**config.mk**
```make
export PLATFORM = sky130hd
export DESIGN_NAME = button_run_ctrl
export DESIGN_NICKNAME = d
export VERILOG_FILES = /design/src/rtl/button_run_ctrl.sv
export SDC_FILE = /design/constraint.sdc
export NUM_CORES = 1
export LEC_CHECK = 0
export CAP_MARGIN = 20
export CORE_MARGIN = 8
export CORE_UTILIZATION = 46
export DETAILED_ROUTE_END_ITERATION = 10
export PLACE_DENSITY = 0.67
export SETUP_SLACK_MARGIN = 0.2
export SYNTH_ARGS = -nofsm -noshare
export SYNTH_HDL_FRONTEND = slang
export SYNTH_SLANG_ARGS = --single-unit
export TNS_END_PERCENT = 50
```
**constraint.sdc**
```tcl
create_clock -name clkX4 -period 4.7 [get_ports clkX4]
set_input_delay 0.94 -clock clkX4 [delete_from_list [all_inputs] [get_ports clkX4]]
set_output_delay 0.94 -clock clkX4 [all_outputs]
set_load 0.05 [all_outputs]
```
**src/rtl/button_run_ctrl.sv**
```systemverilog
// Button front end for the single-cycle CPU: sync, debounce, rise pulses,
// HALT/RUN/STEP run control, soft-reset pulse and enabled-cycle counter.
module button_run_ctrl #(
    parameter int DEBOUNCE_CYCLES = 1000,
    parameter int CNT_WIDTH       = $clog2(DEBOUNCE_CYCLES + 1)
) (
    input  logic        clkX4,
    input  logic        rst,
    input  logic        btnC,
    input  logic        btnU,
    input  logic        btnD,
    output logic [2:0]  btnLevel,
    output logic [2:0]  btnRise,
    output logic [1:0]  runState,
    output logic        cpuEnable,
    output logic        softReset,
    output logic [15:0] enableCount
);

    typedef enum logic [1:0] {
        HALT = 2'd0,
        RUN  = 2'd1,
        STEP = 2'd2
    } run_state_t;

    localparam logic [CNT_WIDTH-1:0] LAST = CNT_WIDTH'(DEBOUNCE_CYCLES - 1);

    logic [2:0]           sync1;
    logic [2:0]           sync2;
    logic [2:0]           level;
    logic [2:0]           rise;
    logic [CNT_WIDTH-1:0] cnt [3];

    run_state_t state;
    run_state_t state_next;
    logic       soft_next;
    logic       soft_q;
    logic [15:0] count_q;

    // A level is accepted only after it differs for DEBOUNCE_CYCLES cycles.
    always_ff @(posedge clkX4) begin
        if (!rst) begin
            sync1 <= '0;
            sync2 <= '0;
            level <= '0;
            rise  <= '0;
            for (int i = 0; i < 3; i++) begin
                cnt[i] <= '0;
            end
        end else begin
            sync1 <= {btnD, btnU, btnC};
            sync2 <= sync1;
            for (int i = 0; i < 3; i++) begin
                rise[i] <= 1'b0;
                if (sync2[i] == level[i]) begin
                    cnt[i] <= '0;
                end else if (cnt[i] == LAST) begin
                    level[i] <= sync2[i];
                    rise[i]  <= sync2[i];
                    cnt[i]   <= '0;
                end else begin
                    cnt[i] <= cnt[i] + 1'b1;
                end
            end
        end
    end

    // Up has priority over centre, centre over down.
    always_comb begin
        state_next = state;
        soft_next  = 1'b0;
        case (state)
            HALT: begin
                if (rise[1]) begin
                    soft_next = 1'b1;
                end else if (rise[0]) begin
                    state_next = RUN;
                end else if (rise[2]) begin
                    state_next = STEP;
                end
            end
            RUN: begin
                if (rise[1]) begin
                    soft_next  = 1'b1;
                    state_next = HALT;
                end else if (rise[0]) begin
                    state_next = HALT;
                end
            end
            STEP:    state_next = HALT;
            default: state_next = HALT;
        endcase
    end

    always_ff @(posedge clkX4) begin
        if (!rst) begin
            state   <= HALT;
            soft_q  <= 1'b0;
            count_q <= '0;
        end else begin
            state  <= state_next;
            soft_q <= soft_next;
            if (soft_next) begin
                count_q <= '0;
            end else if (cpuEnable) begin
                count_q <= count_q + 16'd1;
            end
        end
    end

    assign cpuEnable   = (state == RUN) || (state == STEP);
    assign runState    = state;
    assign btnLevel    = level;
    assign btnRise     = rise;
    assign softReset   = soft_q;
    assign enableCount = count_q;

endmodule
```
==> flow_metrics.tcl, run 1 <==
set metrics [dict create \
    status "completed" \
    final_cell_mix "50 x nor2_1, 31 x dfxtp_1, 30 x edfxtp_1, 30 x conb_1, 30 x clkdlybuf4s50_1" \
    dp_slack_ns 2.04 \
    overflow 0 \
    fin_ws_ns 1.68 \
    drt-initial-drc-count 85 \
    muxShareOfSynthArea_pct 1.38 \
    die_w_um 95.3 \
    place.gp.congestion 0.742 \
    end_kind "primary output" \
    n_fill_cell 568 \
    dr.pass1.iters 4 \
    start_kind "flip-flop" \
    viasPerCell 4.98 \
    cpPeakStageDelay_ns 0.86 \
    async_flop_share_pct 0 \
    finalSetupTns_ns 0 \
    worstPathCellList "inv_1 -> ha_1 -> clkdlybuf4s50_1" \
    numCtsBuffers 9 \
    vias 2199 \
    synth_top_area_share_pct 31.1 \
    netlist-cell-type-count 41 \
    fin_util_pct 57.1 \
    period_needed_ns 3.02 \
    tritoncts "done" \
    core_area_mm2 0.00620 \
    yosysWarnings 0 \
    setup_viol 0 \
    ctsResizeCount 0 \
    synth_compound_gate_area_share_pct 6.44 \
    rsz0062_at_grt "no" \
    synth_largest_area_cell "edfxtp_1" \
    synth-edff-count 30 \
    clock-root-buffer "clkbuf_8" \
    worstSetupPathType "reg2out" \
    worst_pin_slew_ns 0.533 \
    clkTransAtPathRegs_ns 0.06 \
    synth-simple-area-share_pct 25.3 \
    cap_violations 0 \
    min_from "sync1[2]" \
    p_per_area_mw_per_mm2 282 \
    r2r_start "runState[0]" \
    ys.flop_type "dfxtp_1" \
    final_common_cell "nor2_1" \
    start_util_pct 46.6 \
    yosys.area_share.adder_pct 2.59 \
    yosys-top-cells-area "edfxtp_1 31%, dfxtp_1 21%, nor2_1 6.5%, xnor2_1 5.1%, xor2_1 3.9%" \
    cts_setup_buffers 0 \
    crit_path_max_fanout 7 \
    reg2reg_slack_ns 2.85 \
    final-max-slew-violation-count 0 \
    rows 29 \
    die_h_um 95.3 \
    wl_per_cell_um 12.4 \
    grt_usage_pct 13.2 \
    finalCritPeriodShare_pct 64.2 \
    syn_inst 292 \
    hp-class "reg2reg" \
    synth_top_family_by_area "simple AND/OR/NAND/NOR gates" \
    cts_hold_buf 0 \
    dp_hpwl_um 4010 \
    synthesis.area_mm2 0.00289 \
    layout.nets 371 \
    leakage_nw 1.31 \
    hold_viol 0 \
    ir_worst_vdd_mv 0.162 \
    ys_seq_elements 61 \
    grt_start_max_net_pins 17 \
    clkLatencyLatePin_ns 0.34 \
    remaining_drc_errors 0 \
    cts.path.max_buffers 2 \
    num_io_pins 31 \
    slew_headroom_pct 64.1 \
    synth_xor_xnor_area_share_pct 9.08 \
    cp-startpoint "runState[0]" \
    post_route_cells_drive_above_1_share_pct 7.40 \
    required_ns 3.76 \
    ys_seq_area_share_pct 52.6 \
    antenna_cells 0 \
    hold_ws_ns 0.434 \
    die_area_mm2 0.00909 \
    avgSynthCellArea_um2 9.91 \
    grt_pass1_wl_um 9330 \
    cts_max_level 3 \
    detail-route-antenna-nets 0 \
    clock-sinks 61 \
    dp.cells 426 \
    fin_cells 442 \
    grt_pass1_vias 2118 \
    crit_arrival_ns 2.08 \
    critical-path-slowest-cell "clkdlybuf4s50_1" \
    syn2layout_area_growth_pct 22.5 \
    max_freq_mhz 331 \
    drt-total-wl_um 5480 \
    portBuffers 30 \
    antenna_found_initial 0 \
    fin_worst_skew_ns 0.0125 \
]
-- Yosys cell counts (2+ instances only) --
cell type and n:
inv_1 17, nand3_1 20, xor2_1 13, or3_1 2
edfxtp_1 30, and3_1 4, nand2b_1 3, a31o_2 2
nand2_1 18, a21oi_1 12, and4b_1 3, mux2i_1 4
nor4_1 3, a31oi_1 3, dfxtp_1 31, or2_2 4
nand4_2 2, nor3_1 9, nand4_1 9, nand3b_1 3
xnor2_1 17, o221a_2 2, and2_1 6, ha_1 6
o21ai_0 3, nor2_2 2, nor2_1 50
-- logic make-up (layout without fill, tap and decap cells) --
family / count (synthesis) / in the layout
flip-flops: 61 / 61
AO/OA/AOI/OAI: 28 / 28
multiplexers: 4 / 4
AND/OR/NAND/NOR: 143 / 143
adder cells (fa/ha/maj): 6 / 6
other: 1 / 30
buffers and inverters: 19 / 63
XOR/XNOR: 30 / 30
-- metal layers --
layer	track usage [%]	vias to the layer above	wire, um
met5	0	-	0
met4	8.58	0	142
met3	3.46	12	247
met2	21.1	43	2470
met1	15.5	1011	2620
li1	-	1133	-
-- worst max-delay path, delay by kind of cell, from the launching register on --
kind	cells	cell delay (ns)
DFF	1	0.40
adders and majority gates	1	0.43
buffers and inverters	2	0.93
-- through the flow --
| stage | instance area (um^2) | power [mW] |
|---|---|---|
| after floorplan | 3000 | 0.620 |
| after global placement | 3390 | 0.630 |
| after detailed placement | 3390 | 0.631 |
| after CTS | 3540 | 1.02 |
| after global routing | 3540 | 1.05 |
| final | 3540 | 1.00 |
-- final timing paths --
check                         end  cells past startpoint
hold reg to reg          sync2[2]                      1
hold / removal           sync2[2]                      1
setup / recovery        cpuEnable                      3
setup reg to reg  enableCount[14]                      6
-- cell type report --
class / count / area [um^2] / area share [%]
Clock buffer: 13 / 139 / 3.92
Clock inverter: 3 / 15.0 / 0.424
Inverter: 17 / 63.8 / 1.80
Multi-Input combinational cell: 241 / 1410 / 39.7
Sequential cell: 61 / 1520 / 42.9
Tap cell: 77 / 96.3 / 2.72
Timing Repair Buffer: 30 / 300 / 8.47
-- registers in the layout, summed over array words and instances, names as in the netlist --
name and flops:
btnRise 3, enableCount 16, cnt 30, sync2 3
sync1 3, runState 2, softReset 1, btnLevel 3
-- where the power goes --
| part | switching [mW] | internal, mW | total [mW] |
|---|---|---|---|
| Clock | 0.192 | 0.189 | 0.381 |
| Combinational | 0.0205 | 0.0144 | 0.0349 |
| Sequential | 0.0139 | 0.572 | 0.585 |
Power figures use the tool's default switching activity.
==> run 2: changes to the inputs <==
--- a/config.mk
+++ b/config.mk
@@ -9,7 +9,7 @@
 export CORE_MARGIN = 8
 export CORE_UTILIZATION = 46
 export DETAILED_ROUTE_END_ITERATION = 10
-export PLACE_DENSITY = 0.67
+export PLACE_DENSITY = 0.7
 export SETUP_SLACK_MARGIN = 0.2
 export SYNTH_ARGS = -nofsm -noshare
 export SYNTH_HDL_FRONTEND = slang
==> constraint.sdc (replaced) <==
create_clock -name clkX4 -period 2.45 [get_ports clkX4]
set_input_delay 0.49 -clock clkX4 [delete_from_list [all_inputs] [get_ports clkX4]]
set_output_delay 0.49 -clock clkX4 [all_outputs]
set_load 0.05 [all_outputs]
==> flow_metrics.tcl, run 2 (synthesis results as in run 1) <==
set metrics [dict create \
    grt_usage_pct 13.5 \
    viasPerCell 5.01 \
    antenna_found_initial 0 \
    ctsResizeCount 0 \
    r2r_cells 5 \
    crit_end "btnRise[1]" \
    hold_viol 0 \
    clkLatencyLatePin_ns 0.34 \
    overflow 0 \
    cp-startpoint "btnRise[1]" \
    post_route_cells_drive_above_1_share_pct 9.26 \
    fin_util_pct 58.4 \
    finalSetupTns_ns 0 \
    worstPathCellList "clkdlybuf4s50_1" \
    finalPower_mw 2.12 \
    p_clk_share_pct 43.7 \
    path_buf_inv 1 \
    final-max-slew-violation-count 0 \
    die_w_um 95.3 \
    leakage_nw 1.37 \
    clkTransAtPathRegs_ns 0.06 \
    final_common_cell "nor2_1" \
    status "completed" \
    fin_cells 444 \
    largest-register "cnt" \
    r2r_end "cnt[1][6]" \
    start_util_pct 46.6 \
    ir_worst_vdd_mv 0.351 \
    required_ns 1.96 \
    antenna_cells 0 \
    portBuffers 30 \
    cpPeakStageDelay_ns 0.85 \
    place_area_mm2 0.00341 \
    num_io_pins 31 \
    clock-root-buffer "clkbuf_8" \
    grt_start_max_net_pins 11 \
    layout.nets 373 \
    cts_setup_buffers 0 \
    crit_path_max_fanout 6 \
    cts_hold_buf 0 \
    seqPwrFrac_pct 53.0 \
    die_area_mm2 0.00909 \
    internal_power_mw 1.67 \
    fin_area_mm2 0.00362 \
    worst_pin_slew_ns 0.537 \
    cap_violations 0 \
    end_kind "primary output" \
    setup_viol 0 \
    cp_top_family "buffers and inverters" \
    syn2layout_area_growth_pct 25.2 \
    final_cell_mix "50 x nor2_1, 31 x dfxtp_1, 30 x edfxtp_1, 30 x conb_1, 28 x clkdlybuf4s50_1" \
    p_per_area_mw_per_mm2 585 \
    period_needed_ns 2.13 \
    detail-route-antenna-nets 0 \
    hp-class "reg2reg" \
    comb_power_share_pct 3.3 \
    grt_pass1_vias 2167 \
    crit_arrival_ns 1.64 \
    numCtsBuffers 9 \
    core_area_mm2 0.00620 \
    largest_reg_flops 30 \
    n_fill_cell 544 \
    cts_max_level 3 \
    r2r_start "cnt[1][0]" \
    die_h_um 95.3 \
    start_kind "flip-flop" \
    rsz0062_at_grt "no" \
    tritoncts "done" \
    rows 29 \
    finalCritPeriodShare_pct 87.0 \
    drt-total-wl_um 5470 \
    fin_worst_skew_ns 0.00698 \
    cts.path.max_buffers 2 \
    p_switching_mw 0.451 \
    max_freq_mhz 469 \
    dp_hpwl_um 4070 \
    grt_pass1_wl_um 9720 \
    dr.pass1.iters 4 \
    remaining_drc_errors 0 \
    critical-path-slowest-cell "clkdlybuf4s50_1" \
    dp.cells 428 \
    worstSetupPathType "reg2out" \
    wl_per_cell_um 12.3 \
    slew_headroom_pct 63.8 \
    drt-initial-drc-count 95 \
    sw_frac_of_total_pct 21.3 \
    place.gp.congestion 0.817 \
    clock-sinks 61 \
    reg2reg_slack_ns 0.62 \
    worst-path-stages 1 \
    vias 2224 \
]
==> run 2: worst min path at each step <==
stage,endpoint,startpoint,cells after the start,slack (ns)
CTS,sync2[1],sync1[1],1,0.44
floorplan,sync2[0],sync1[0],1,0.41
global route,sync2[0],sync1[0],1,0.46
global placement,sync2[0],sync1[0],1,0.42
detailed placement,sync2[1],sync1[1],1,0.43
finish,sync2[1],sync1[1],1,0.44
==> run 2: per-layer routing <==
layer | track usage [%] | vias to the layer above | wire, um
li1 | - | 1138 | -
met1 | 16.6 | 1036 | 2680
met2 | 20.8 | 38 | 2460
met3 | 4.72 | 12 | 217
met4 | 6.24 | 0 | 110
met5 | 0 | - | 0
==> run 2: metrics by stage <==
| stage | setup slack (ns) | hold slack [ns] |
|---|---|---|
| floorplan | 0.244 | 0.412 |
| global placement | 0.500 | 0.416 |
| detailed placement | 0.462 | 0.429 |
| CTS | 0.246 | 0.443 |
| global route | 0.253 | 0.462 |
| finish | 0.319 | 0.438 |
==> run 2: layout make-up <==
type / instances / area, um^2 / share of cell area (%)
Multi-Input combinational cell: 241 / 1410 / 39.0
Sequential cell: 61 / 1520 / 42.0
Tap cell: 77 / 96.3 / 2.66
Inverter: 17 / 63.8 / 1.76
Clock buffer: 14 / 205 / 5.66
Timing Repair Buffer: 32 / 315 / 8.70
Clock inverter: 2 / 10.0 / 0.276
==> run 2: power groups by stage <==
| stage | combinational (mW) | clock [mW] | sequential [mW] |
|---|---|---|---|
| after global placement | 0.0676 | 0 | 1.14 |
| final | 0.0691 | 0.927 | 1.12 |
| after detailed placement | 0.0682 | 0 | 1.15 |
| after floorplan | 0.0507 | 0 | 1.14 |
| after global routing | 0.0799 | 0.998 | 1.13 |
| after CTS | 0.0684 | 0.950 | 1.12 |
==> run 3: changes to the inputs <==
--- a/config.mk
+++ b/config.mk
@@ -7,9 +7,9 @@
 export LEC_CHECK = 0
 export CAP_MARGIN = 20
 export CORE_MARGIN = 8
-export CORE_UTILIZATION = 46
+export CORE_UTILIZATION = 51
 export DETAILED_ROUTE_END_ITERATION = 10
-export PLACE_DENSITY = 0.7
+export PLACE_DENSITY = 0.76
 export SETUP_SLACK_MARGIN = 0.2
 export SYNTH_ARGS = -nofsm -noshare
 export SYNTH_HDL_FRONTEND = slang
==> flow_metrics.tcl, run 3 (synthesis results as in run 1) <==
set metrics [dict create \
    p_per_area_mw_per_mm2 561 \
    setup_viol 0 \
    cts_max_level 3 \
    ir_worst_vdd_mv 0.421 \
    worst-path-stages 1 \
    top_layer "met4" \
    wl_per_cell_um 12.3 \
    die_h_um 91.3 \
    vias 2164 \
    hp-class "reg2reg" \
    r2r_cells 6 \
    overflow 0 \
    whs_path_depth 1 \
    sw_frac_of_total_pct 21.5 \
    place.gp.congestion 0.763 \
    cts_setup_buffers 0 \
    die_area_mm2 0.00834 \
    p_clk_share_pct 40.6 \
    end_kind "primary output" \
    critical-path-slowest-cell "clkdlybuf4s50_1" \
    dp.cells 423 \
    grt_pass1_vias 2084 \
    worstPathCellList "clkdlybuf4s50_1" \
    max_freq_mhz 467 \
    internal_power_mw 1.58 \
    dr_wl_met3_um 255 \
    rows 27 \
    drt-initial-drc-count 96 \
    clkTransAtPathRegs_ns 0.06 \
    drt-total-wl_um 5390 \
    start_kind "flip-flop" \
    finalCritPeriodShare_pct 87.3 \
    start_util_pct 52.6 \
    path_buf_inv 1 \
    ctsResizeCount 0 \
    core_area_mm2 0.00551 \
    cts.path.max_buffers 2 \
    final-max-slew-violation-count 0 \
    finalPower_mw 2.01 \
    tritoncts "done" \
    crit_arrival_ns 1.65 \
    cts_hold_buf 0 \
    syn2layout_area_growth_pct 23.7 \
    comb_power_share_pct 3.5 \
    n_fill_cell 478 \
    post_route_cells_drive_above_1_share_pct 8.72 \
    p_switching_mw 0.432 \
    clock-root-buffer "clkbuf_8" \
    grt_pass1_wl_um 9090 \
    cap_violations 0 \
    status "completed" \
    largest_reg_flops 30 \
    required_ns 1.96 \
    final_cell_mix "50 x nor2_1, 31 x dfxtp_1, 30 x edfxtp_1, 30 x conb_1, 29 x clkdlybuf4s50_1" \
    drt-met1-wl_um 2640 \
    period_needed_ns 2.14 \
    grt_usage_pct 13.5 \
    slew_headroom_pct 64.6 \
    worstSetupPathType "reg2out" \
    clock-sinks 61 \
    fin_worst_skew_ns 0.00336 \
    numCtsBuffers 9 \
    hold_viol 0 \
    remaining_drc_errors 0 \
    seqPwrFrac_pct 55.9 \
    portBuffers 30 \
    fin_cells 439 \
    num_io_pins 31 \
    dp_hpwl_um 3900 \
    clkLatencyLatePin_ns 0.33 \
    dr.pass1.iters 4 \
    final_common_cell "nor2_1" \
    antenna_cells 0 \
    cpPeakStageDelay_ns 0.86 \
    die_w_um 91.3 \
    worst_pin_slew_ns 0.526 \
    viasPerCell 4.93 \
    leakage_nw 1.34 \
    layout.nets 373 \
    antenna_found_initial 0 \
    finalSetupTns_ns 0 \
    detail-route-antenna-nets 0 \
    rsz0062_at_grt "no" \
    wl_met2_um 2380 \
    crit_path_max_fanout 6 \
    cp_top_family "buffers and inverters" \
    grt_start_max_net_pins 11 \
    largest-register "cnt" \
]
-- run 3: changes by cell type in the layout (fill, tap and decap cells not counted), sizes merged --
cell,change
clkinv,-1
clkbuf,+1
clkdlybuf4s50,+1
dlymetal6s2s,-1
-- run 3: per-stage QoR --
step | setup WS (ns) | area, um^2 | utilization (%) | hold slack [ns]
after floorplan | 0.244 | 3010 | - | 0.412
after global placement | 0.460 | 3400 | 61.7 | 0.415
after detailed placement | 0.419 | 3400 | 61.7 | 0.421
after CTS | 0.297 | 3580 | 65.0 | 0.433
after global routing | 0.245 | 3580 | 65.0 | 0.454
final | 0.311 | 3580 | 65.0 | 0.431
-- run 3: final timing paths --
kind | start | end | slack [ns]
worst max-delay path | enableCount[3] | enableCount[3] | 0.31
worst min-delay path | sync1[2] | sync2[2] | 0.43
worst max register to register | runState[0] | enableCount[13] | 0.62
worst min register to register | sync1[2] | sync2[2] | 0.43
-- run 3: metal layers --
metal	track usage, %	up-vias
li1	-	1142
met1	15.9	977
met4	7.37	0
met3	4.69	8
met2	21.1	37
met5	0	-
-- run 3: power by group through the flow --
stage	registers (mW)	logic, mW	clock network, mW
2_1_floorplan	1.14	0.0507	0
3_3_place_gp	1.14	0.0673	0
3_5_place_dp	1.14	0.0682	0
4_1_cts	1.12	0.0691	0.835
5_1_grt	1.13	0.0805	0.875
6_report	1.12	0.0695	0.817
-- run 3: area by class of cell --
type / count / area [um^2] / area share (%)
timing repair buffer: 32 / 313 / 8.74
sequential: 61 / 1520 / 42.5
inverter: 17 / 63.8 / 1.78
multi-input combinational: 241 / 1410 / 39.4
clock buffer: 15 / 176 / 4.93
clock inverter: 1 / 5.00 / 0.140
tap: 72 / 90.1 / 2.52
